File: src/rtl/alu_mul_sequencer.sv
`default_nettype none
// ============================================================================
// Module   : alu_mul_sequencer
// Brief    : Shift-add unsigned multiplier that sequences an external
//            combinational ALU (AND for masking, ADD for accumulation).
//            Optional macro ZERO_SKIP_EN skips the ADD step when the
//            masked partial product is zero.
// Revision : 1.0 - initial release
// ============================================================================
module alu_mul_sequencer #(
  parameter int N = 12
) (
  input  logic           clk,
  input  logic           rst,
  input  logic           start,
  input  logic [N-1:0]   a,
  input  logic [N-1:0]   b,
  output logic           busy,
  output logic           done,
  output logic [2*N-1:0] product,
  output logic [N-1:0]   alu_in0,
  output logic [N-1:0]   alu_in1,
  output logic [1:0]     alu_op,
  input  logic [N-1:0]   alu_out,
  input  logic           alu_cy,
  input  logic           alu_zero
);

  localparam int CW = $clog2(N + 1);
  localparam logic [CW-1:0] C_LAST   = CW'(N - 1);
  localparam logic [1:0]    C_OP_AND = 2'b00;
  localparam logic [1:0]    C_OP_ADD = 2'b01;

  typedef enum logic [2:0] {
    S_IDLE  = 3'd0,
    S_MASK  = 3'd1,
    S_ADD   = 3'd2,
    S_SHIFT = 3'd3,
    S_DONE  = 3'd4
  } state_t;

  state_t           state_q, state_d;
  logic [N-1:0]     m_q, m_d;
  logic [N-1:0]     q_q, q_d;
  logic [N-1:0]     acc_q, acc_d;
  logic [N-1:0]     p_q, p_d;
  logic             c_q, c_d;
  logic [CW-1:0]    cnt_q, cnt_d;
  logic [2*N-1:0]   product_q, product_d;

`ifndef ZERO_SKIP_EN
  logic w_unused_zero;
  assign w_unused_zero = alu_zero;
`endif

  always_ff @(posedge clk or posedge rst) begin
    if (rst) begin
      state_q   <= S_IDLE;
      m_q       <= '0;
      q_q       <= '0;
      acc_q     <= '0;
      p_q       <= '0;
      c_q       <= 1'b0;
      cnt_q     <= '0;
      product_q <= '0;
    end else begin
      state_q   <= state_d;
      m_q       <= m_d;
      q_q       <= q_d;
      acc_q     <= acc_d;
      p_q       <= p_d;
      c_q       <= c_d;
      cnt_q     <= cnt_d;
      product_q <= product_d;
    end
  end

  always_comb begin
    state_d   = state_q;
    m_d       = m_q;
    q_d       = q_q;
    acc_d     = acc_q;
    p_d       = p_q;
    c_d       = c_q;
    cnt_d     = cnt_q;
    product_d = product_q;
    busy      = 1'b1;
    done      = 1'b0;
    alu_op    = C_OP_AND;
    alu_in0   = '0;
    alu_in1   = '0;

    case (state_q)
      S_IDLE: begin
        busy = 1'b0;
        if (start) begin
          m_d     = a;
          q_d     = b;
          acc_d   = '0;
          c_d     = 1'b0;
          cnt_d   = '0;
          state_d = S_MASK;
        end
      end
      S_MASK: begin
        // AND with a replicated multiplier bit selects M or zero
        alu_in0 = m_q;
        alu_in1 = {N{q_q[0]}};
        p_d     = alu_out;
        state_d = S_ADD;
`ifdef ZERO_SKIP_EN
        if (alu_zero) begin
          p_d     = '0;
          state_d = S_SHIFT;
        end
`endif
      end
      S_ADD: begin
        alu_op         = C_OP_ADD;
        alu_in0        = acc_q;
        alu_in1        = p_q;
        {c_d, acc_d}   = {alu_cy, alu_out};
        state_d        = S_SHIFT;
      end
      S_SHIFT: begin
        // carry re-enters the top of the accumulator, so no bits are lost
        {acc_d, q_d} = {c_q, acc_q, q_q[N-1:1]};
        c_d          = 1'b0;
        cnt_d        = cnt_q + CW'(1);
        if (cnt_q == C_LAST) begin
          product_d = {c_q, acc_q, q_q[N-1:1]};
          state_d   = S_DONE;
        end else begin
          state_d   = S_MASK;
        end
      end
      S_DONE: begin
        done    = 1'b1;
        state_d = S_IDLE;
      end
      default: state_d = S_IDLE;
    endcase
  end

  assign product = product_q;

endmodule
`default_nettype wire

File: config.mk
export PLATFORM = sky130hd
export DESIGN_NAME = alu_mul_sequencer
export DESIGN_NICKNAME = d
export VERILOG_FILES = /design/src/rtl/alu_mul_sequencer.sv
export SDC_FILE = /design/constraint.sdc
export NUM_CORES = 1
export LEC_CHECK = 0
export BUFFER_PORTS_ARGS = -buffer_cell sky130_fd_sc_hd__buf_2
export CAP_MARGIN = 20
export CORE_MARGIN = 2
export CORE_UTILIZATION = 45
export CTS_BUF_LIST = sky130_fd_sc_hd__clkbuf_8
export CTS_CLUSTER_DIAMETER = 80
export DETAILED_ROUTE_END_ITERATION = 16
export PLACE_DENSITY_LB_ADDON = 0.15
export SETUP_SLACK_MARGIN = 0.05
export SLEW_MARGIN = 15
export SYNTH_ARGS = -nofsm -noshare
export SYNTH_HDL_FRONTEND = slang
export SYNTH_SLANG_ARGS = --single-unit
File: constraint.sdc
create_clock -name clk -period 2.1 [get_ports clk]
set_clock_uncertainty 0.1 [all_clocks]
set_input_delay 0 -clock clk [delete_from_list [all_inputs] [get_ports clk]]
set_output_delay 0 -clock clk [all_outputs]
set_load 0.02 [all_outputs]
==> results of run 1 <==
[placed cells by master (no fill, tap or decap)]
| cell type | n |
|---|---|
| o21ai_2 | 10 |
| o21ai_1 | 2 |
| nor4b_4 | 1 |
| conb_1 | 1 |
| buf_4 | 9 |
| inv_8 | 1 |
| clkinvlp_4 | 1 |
| nor3b_2 | 1 |
| and2_1 | 1 |
| o21ai_0 | 13 |
| clkinv_2 | 2 |
| nor3b_4 | 1 |
| clkbuf_8 | 9 |
| bufinv_16 | 1 |
| xnor2_1 | 2 |
| nand3b_1 | 2 |
| mux2i_1 | 13 |
| mux2_2 | 50 |
| nand2_1 | 14 |
| and3b_2 | 1 |
| a22o_1 | 14 |
| inv_6 | 3 |
| ha_1 | 1 |
| dlygate4sd3_1 | 39 |
| buf_12 | 4 |
| buf_6 | 1 |
| dfrtp_2 | 2 |
| a21oi_1 | 1 |
| dfrtp_1 | 78 |
| a22oi_1 | 12 |
| nor3b_1 | 1 |
| nand2b_1 | 1 |
| a21o_1 | 12 |
| nor2_1 | 4 |
| nor2_2 | 1 |
| nand3_1 | 1 |
| or3_1 | 1 |
| a2bb2oi_1 | 1 |
| inv_1 | 14 |
| buf_2 | 90 |
[worst max-delay path: cells and delay by family, from the launching register on]
family | cells | cell delay [ps]
compound gates | 1 | 130
buf+inv | 3 | 560
flops | 1 | 530
simple gates | 1 | 270
[logic make-up after synthesis]
logic type | share of synthesized area
flops | 0.559
buf+inv | 0.0552
other cells | 0.00105
compound gates | 0.134
simple gates | 0.0483
fa+ha+maj | 0.00350
xor+xnor | 0.00490
mux | 0.194
[layer usage]
layer / part of all wire / up-vias / wire length [um]
li1: - / 1249 / -
met5: 0 / - / 0
met2: 0.49 / 56 / 3900
met4: 0.014 / 0 / 114
met3: 0.033 / 10 / 261
met1: 0.47 / 1306 / 3730
[cell type report]
cell class	instances	share of cell area
Multi-Input combinational cell	162	0.291
Clock buffer	9	0.0259
Clock inverter	7	0.0162
Timing Repair Buffer	143	0.209
Tap cell	102	0.0267
Sequential cell	80	0.419
Inverter	15	0.0126
[power breakdown]
group          total, mW  internal (mW)  leakage (nW)  switching [mW]
clock               1.17          0.566         0.106           0.605
combinational       3.12           1.44          1.27            1.68
sequential          2.66           2.19          1.02           0.469
total               6.95           4.19          2.40            2.75
[sequential cells by signal, summed over array words and instances (netlist names)]
name	count
acc_q	12
c_q	1
cnt_q	4
m_q	12
p_q	12
product	24
q_q	12
state_q	3
[how the worst max path moves through the flow]
stage,startpoint,end,slack (ps)
finish,state_q[2]$_DFFE_PP0P_,alu_in0[7],160
global route,state_q[2]$_DFFE_PP0P_,alu_in0[7],60
CTS,state_q[1]$_DFFE_PP0P_,alu_in0[5],50
detailed placement,state_q[1]$_DFFE_PP0P_,product[4]$_DFFE_PP0P_,350
global placement,state_q[1]$_DFFE_PP0P_,product[14]$_DFFE_PP0P_,380
floorplan,state_q[0]$_DFFE_PP0P_,m_q[0]$_DFFE_PP0P_,390
[metrics by stage]
| stage | setup slack, ps | hold slack, ps | std cells | power (mW) |
|---|---|---|---|---|
| 2_1_floorplan | 394 | 16.8 | 278 | 4.81 |
| 5_1_grt | 64.9 | 152 | 518 | 7.42 |
| 4_1_cts | 52.1 | 129 | 518 | 7.00 |
| 3_3_place_gp | 380 | -17.2 | 463 | 5.67 |
| 3_5_place_dp | 346 | -26.0 | 463 | 5.75 |
| 6_report | 164 | 129 | 518 | 6.95 |
[timing repair]
action,4_1_cts,5_1_grt
gates resized for setup,1,2
hold buffers,39,0
buffers inserted,0,0
pin swaps,0,0
gates cloned,0,0
hold endpoints to repair,108,0
setup endpoints to repair,3,24
==> results.sh, run 1 <==
export IMPL_cts_tree="done"
export IMPL_grt_pass1_vias=2622
export IMPL_vias_per_cell=5.06
export IMPL_grt_use_met2=0.322
export IMPL_dpl_hpwl_um=5240
export IMPL_synth_top_area_share=0.559
export IMPL_fillerInstances=647
export IMPL_place_area_sq_um=4190
export IMPL_synth_edf_count=0
export IMPL_ys_ff_latch=80
export IMPL_arrival_ps=1840
export IMPL_coreArea_sq_um=7730
export IMPL_relSlewSlack=0.635
export IMPL_rows=32
export IMPL_grt_busiest_layer="met2"
export IMPL_io_buffer_count=90
export IMPL_post_drt_wl_per_cell_um=15.5
export IMPL_clock_fmax_mhz=517
export IMPL_clockRootBuffer="clkbuf_8"
export IMPL_r2r_end="product[13]$_DFFE_PP0P_"
export IMPL_postSynthAreaPerCell_sq_um=12.9
export IMPL_via_count=2621
export IMPL_routed_wl_um=8010
export IMPL_cp_slowest_stage_delay_ps=530
export IMPL_status="finished, final reports clean"
export IMPL_pin_count=93
export IMPL_grtUsageMet3=0.0314
export IMPL_power_density_nw_per_um2=1450
export IMPL_start_util=0.463
export IMPL_grt_pass1_wl_um=13000
export IMPL_clk_pin_slew_worst_paths_ps=90
export IMPL_die_w_um=93.2
export IMPL_synth_warnings=0
export IMPL_syn2layout_area_growth_pct=33.7
export IMPL_critPathSlowestCell="dfrtp_1"
export IMPL_multiInputGateArea_sq_um=1390
export IMPL_period_share=0.922
export IMPL_post_route_util=0.619
export IMPL_r2r_start="state_q[2]$_DFFE_PP0P_"
export IMPL_synth_cell_types=31
export IMPL_tns_ps=0
export IMPL_finalCriticalPeriod_ps=1940
export IMPL_critPathKind="flop to output pin"
export IMPL_rrSetupSlack_ps=370
export IMPL_htreeDepth=3
export IMPL_cts_max_path_buffers=2
export IMPL_yosysSeqAreaShare=0.559
export IMPL_reg2regPathDepth=4
export IMPL_endpoint_kind="output pin"
export IMPL_grt_usage=0.194
export IMPL_ff_latch_area_sq_um=2000
export IMPL_yosysMostFrequentCell="dfrtp_1"
export IMPL_finalMaxSlewViolations=0
export IMPL_irDropWorstVdd_mv=0.671
export IMPL_antenna_found_initial=0
export IMPL_route_detailed_drc=0
export IMPL_syn_num_nets=320
export IMPL_crit_fanout=18
export IMPL_netlist_area_sq_um=3580
export IMPL_drtAntennaViolNets=0
export IMPL_finalHoldViolations=0
export IMPL_n_antenna_cell=0
export IMPL_rsz0062_at_grt="no"
export IMPL_worstMarginPinSlew_ps=546
export IMPL_die_h_um=93.2
export IMPL_crit_required_ps=2000
export IMPL_clk_latency_ps=350
export IMPL_final_cell_area_sq_um=4780
export IMPL_dieArea_sq_um=8680
export IMPL_drt_first_iter_violations=102
export IMPL_clock_sinks=80
export IMPL_syn_inst=278
export IMPL_ys_async_sr_fraction=1.00
export IMPL_cts_inserted_buffers=9
export IMPL_synthTopCellsByArea="dfrtp_1 (56%), mux2_2 (16%), mux2i_1 (3.6%), a22o_1 (3.4%), a21o_1 (2.5%)"
export IMPL_p_leak_nw=2.40
export IMPL_grt_max_degree=39
export IMPL_maxCapViolCount=0
export IMPL_worst_setup_path_start_kind="flop"
export IMPL_layout_nets=453
export IMPL_grt_use_met1=0.257
export IMPL_setup_viol=0
export IMPL_gp_congestion=0.772
export IMPL_path_cells="nor3b_4 > buf_6 > buf_4 > a22o_1 > buf_2"
export IMPL_layout_drive_gt1_share=0.452
export IMPL_min_path_type="primary input to async pin"
export IMPL_gr_total_overflow=0
export IMPL_drt_first_pass_iters=4
export IMPL_yosysTopAreaCell="dfrtp_1"
export IMPL_ys_flop_type="dfrtp_1"
export IMPL_synthTopCellsByCount="dfrtp_1 (80), mux2_2 (50), inv_1 (15)"
Note: power is estimated with default switching activity, not from simulation.
==> inputs of run 2 (changes only) <==
- PLACE_DENSITY_LB_ADDON: 0.15 -> 0.08
==> results.sh, run 2 (synthesized netlist as in run 1, its figures left out) <==
export IMPL_maxCapViolCount=0
export IMPL_worst_setup_path_start_kind="flop"
export IMPL_power_density_nw_per_um2=1460
export IMPL_clock_sinks=80
export IMPL_clkPwrFrac=0.177
export IMPL_syn2layout_area_growth_pct=33.9
export IMPL_critPathKind="flop to output pin"
export IMPL_swShare=0.383
export IMPL_antenna_found_initial=0
export IMPL_p_seq_frac=0.378
export IMPL_setup_viol=0
export IMPL_via_count=2616
export IMPL_clk_latency_ps=340
export IMPL_start_util=0.463
export IMPL_die_w_um=93.2
export IMPL_post_route_util=0.620
export IMPL_status="finished, final reports clean"
export IMPL_finalHoldViolations=0
export IMPL_tns_ps=0
export IMPL_drt_first_iter_violations=100
export IMPL_finalCriticalPeriod_ps=1950
export IMPL_place_area_sq_um=4170
export IMPL_arrival_ps=1850
export IMPL_cts_max_path_buffers=2
export IMPL_final_cell_mix="buf_2 (90), dfrtp_1 (77), mux2_2 (50), dlygate4sd3_1 (39), inv_1 (15)"
export IMPL_drtAntennaViolNets=0
export IMPL_gr_total_overflow=0
export IMPL_irDropWorstVdd_mv=0.638
export IMPL_layout_drive_gt1_share=0.449
export IMPL_rsz0062_at_grt="no"
export IMPL_layout_nets=451
export IMPL_io_buffer_count=90
export IMPL_n_antenna_cell=0
export IMPL_path_cells="nor3b_4 > buf_6 > buf_4 > a22o_1 > buf_2"
export IMPL_drt_first_pass_iters=4
export IMPL_htreeDepth=3
export IMPL_switchingPower_mw=2.68
export IMPL_gp_congestion=0.716
export IMPL_p_leak_nw=2.39
export IMPL_critPathTopFamily="buffers and inverters"
export IMPL_dpl_hpwl_um=4960
export IMPL_clock_fmax_mhz=513
export IMPL_final_cell_area_sq_um=4790
export IMPL_min_path_type="primary input to async pin"
export IMPL_finalMaxSlewViolations=0
export IMPL_endpoint_kind="output pin"
export IMPL_grt_usage=0.189
export IMPL_clk_pin_slew_worst_paths_ps=80
export IMPL_dieArea_sq_um=8680
export IMPL_crit_fanout=17
export IMPL_crit_required_ps=2000
export IMPL_cts_setup_buffers=0
export IMPL_clockRootBuffer="clkbuf_8"
export IMPL_p_int_mw=4.33
export IMPL_worst_path_buf_inv=3
export IMPL_rows=32
export IMPL_grt_max_degree=81
export IMPL_coreArea_sq_um=7730
export IMPL_routed_wl_um=7820
export IMPL_route_detailed_drc=0
export IMPL_critPathSlowestCell="dfrtp_2"
export IMPL_final_common_cell="buf_2"
export IMPL_grt_pass1_wl_um=12800
export IMPL_post_drt_wl_per_cell_um=15.2
export IMPL_vias_per_cell=5.07
export IMPL_die_h_um=93.2
export IMPL_grt_pass1_vias=2658
export IMPL_pin_count=93
export IMPL_period_share=0.927
export IMPL_cts_tree="done"
export IMPL_largest_reg_flops=24
export IMPL_combPwrFrac=0.445
export IMPL_cp_slowest_stage_delay_ps=500
export IMPL_cts_inserted_buffers=9
==> run 2: layer usage <==
metal,vias up,part of all wire,GRT usage
met1,1294,0.47,0.258
met5,-,0,0
met2,63,0.47,0.306
li1,1249,-,-
met4,0,0.013,0.0674
met3,10,0.041,0.0338
==> run 2: area by class of cell <==
class | instances | area (sq um)
Timing Repair Buffer | 141 | 985
Sequential cell | 80 | 2010
Multi-Input combinational cell | 162 | 1390
Inverter | 15 | 60.1
Fill cell | 643 | 2940
Tap cell | 102 | 128
Clock inverter | 6 | 83.8
Clock buffer | 10 | 138
==> run 2: path summary, 6_finish.rpt <==
kind	depth (start not counted)	start	end	slack [ps]
hold reg to reg	1	cnt_q[2]$_DFFE_PP0P_	cnt_q[2]$_DFFE_PP0P_	410
min in group clk	3	a[3]	m_q[3]$_DFFE_PP0P_	320
setup reg to reg	5	cnt_q[0]$_DFFE_PP0P_	product[9]$_DFFE_PP0P_	420
hold / removal	4	rst	state_q[0]$_DFFE_PP0P_	190
max in group asynchronous	4	rst	acc_q[9]$_DFFE_PP0P_	1330
setup / recovery	5	state_q[2]$_DFFE_PP0P_	alu_in0[0]	150
==> run 2: through the flow <==
| step | setup slack, ps | total power, mW | instances | hold slack [ps] |
|---|---|---|---|---|
| floorplan | 394 | 4.81 | 278 | 16.8 |
| global route | 55.2 | 7.46 | 516 | 298 |
| finish | 152 | 7.02 | 516 | 191 |
| CTS | 80.8 | 7.08 | 516 | 230 |
| global placement | 339 | 5.68 | 461 | 57.9 |
| detailed placement | 333 | 5.75 | 461 | 56.7 |
==> run 2: repair_timing <==
item / CTS / global route
endpoints found under the hold margin: 130 / 0
gates resized for setup: 2 / 2
hold buffers: 39 / 0
setup endpoints to repair: 3 / 15
pin swaps: 0 / 1
==> run 2: worst min-delay path, cell delays in order <==
cell	delay, ps
dlygate4sd3_1	530
buf_2	130
clkinvlp_4	70
buf_12	320
==> run 2: power by group through the flow <==
stage	sequential [mW]	combinational, mW	clock [mW]
final	2.66	3.12	1.24
after global routing	2.74	3.38	1.33
after CTS	2.65	3.16	1.27
after detailed placement	2.68	3.07	0
after global placement	2.65	3.03	0
after floorplan	2.70	2.11	0
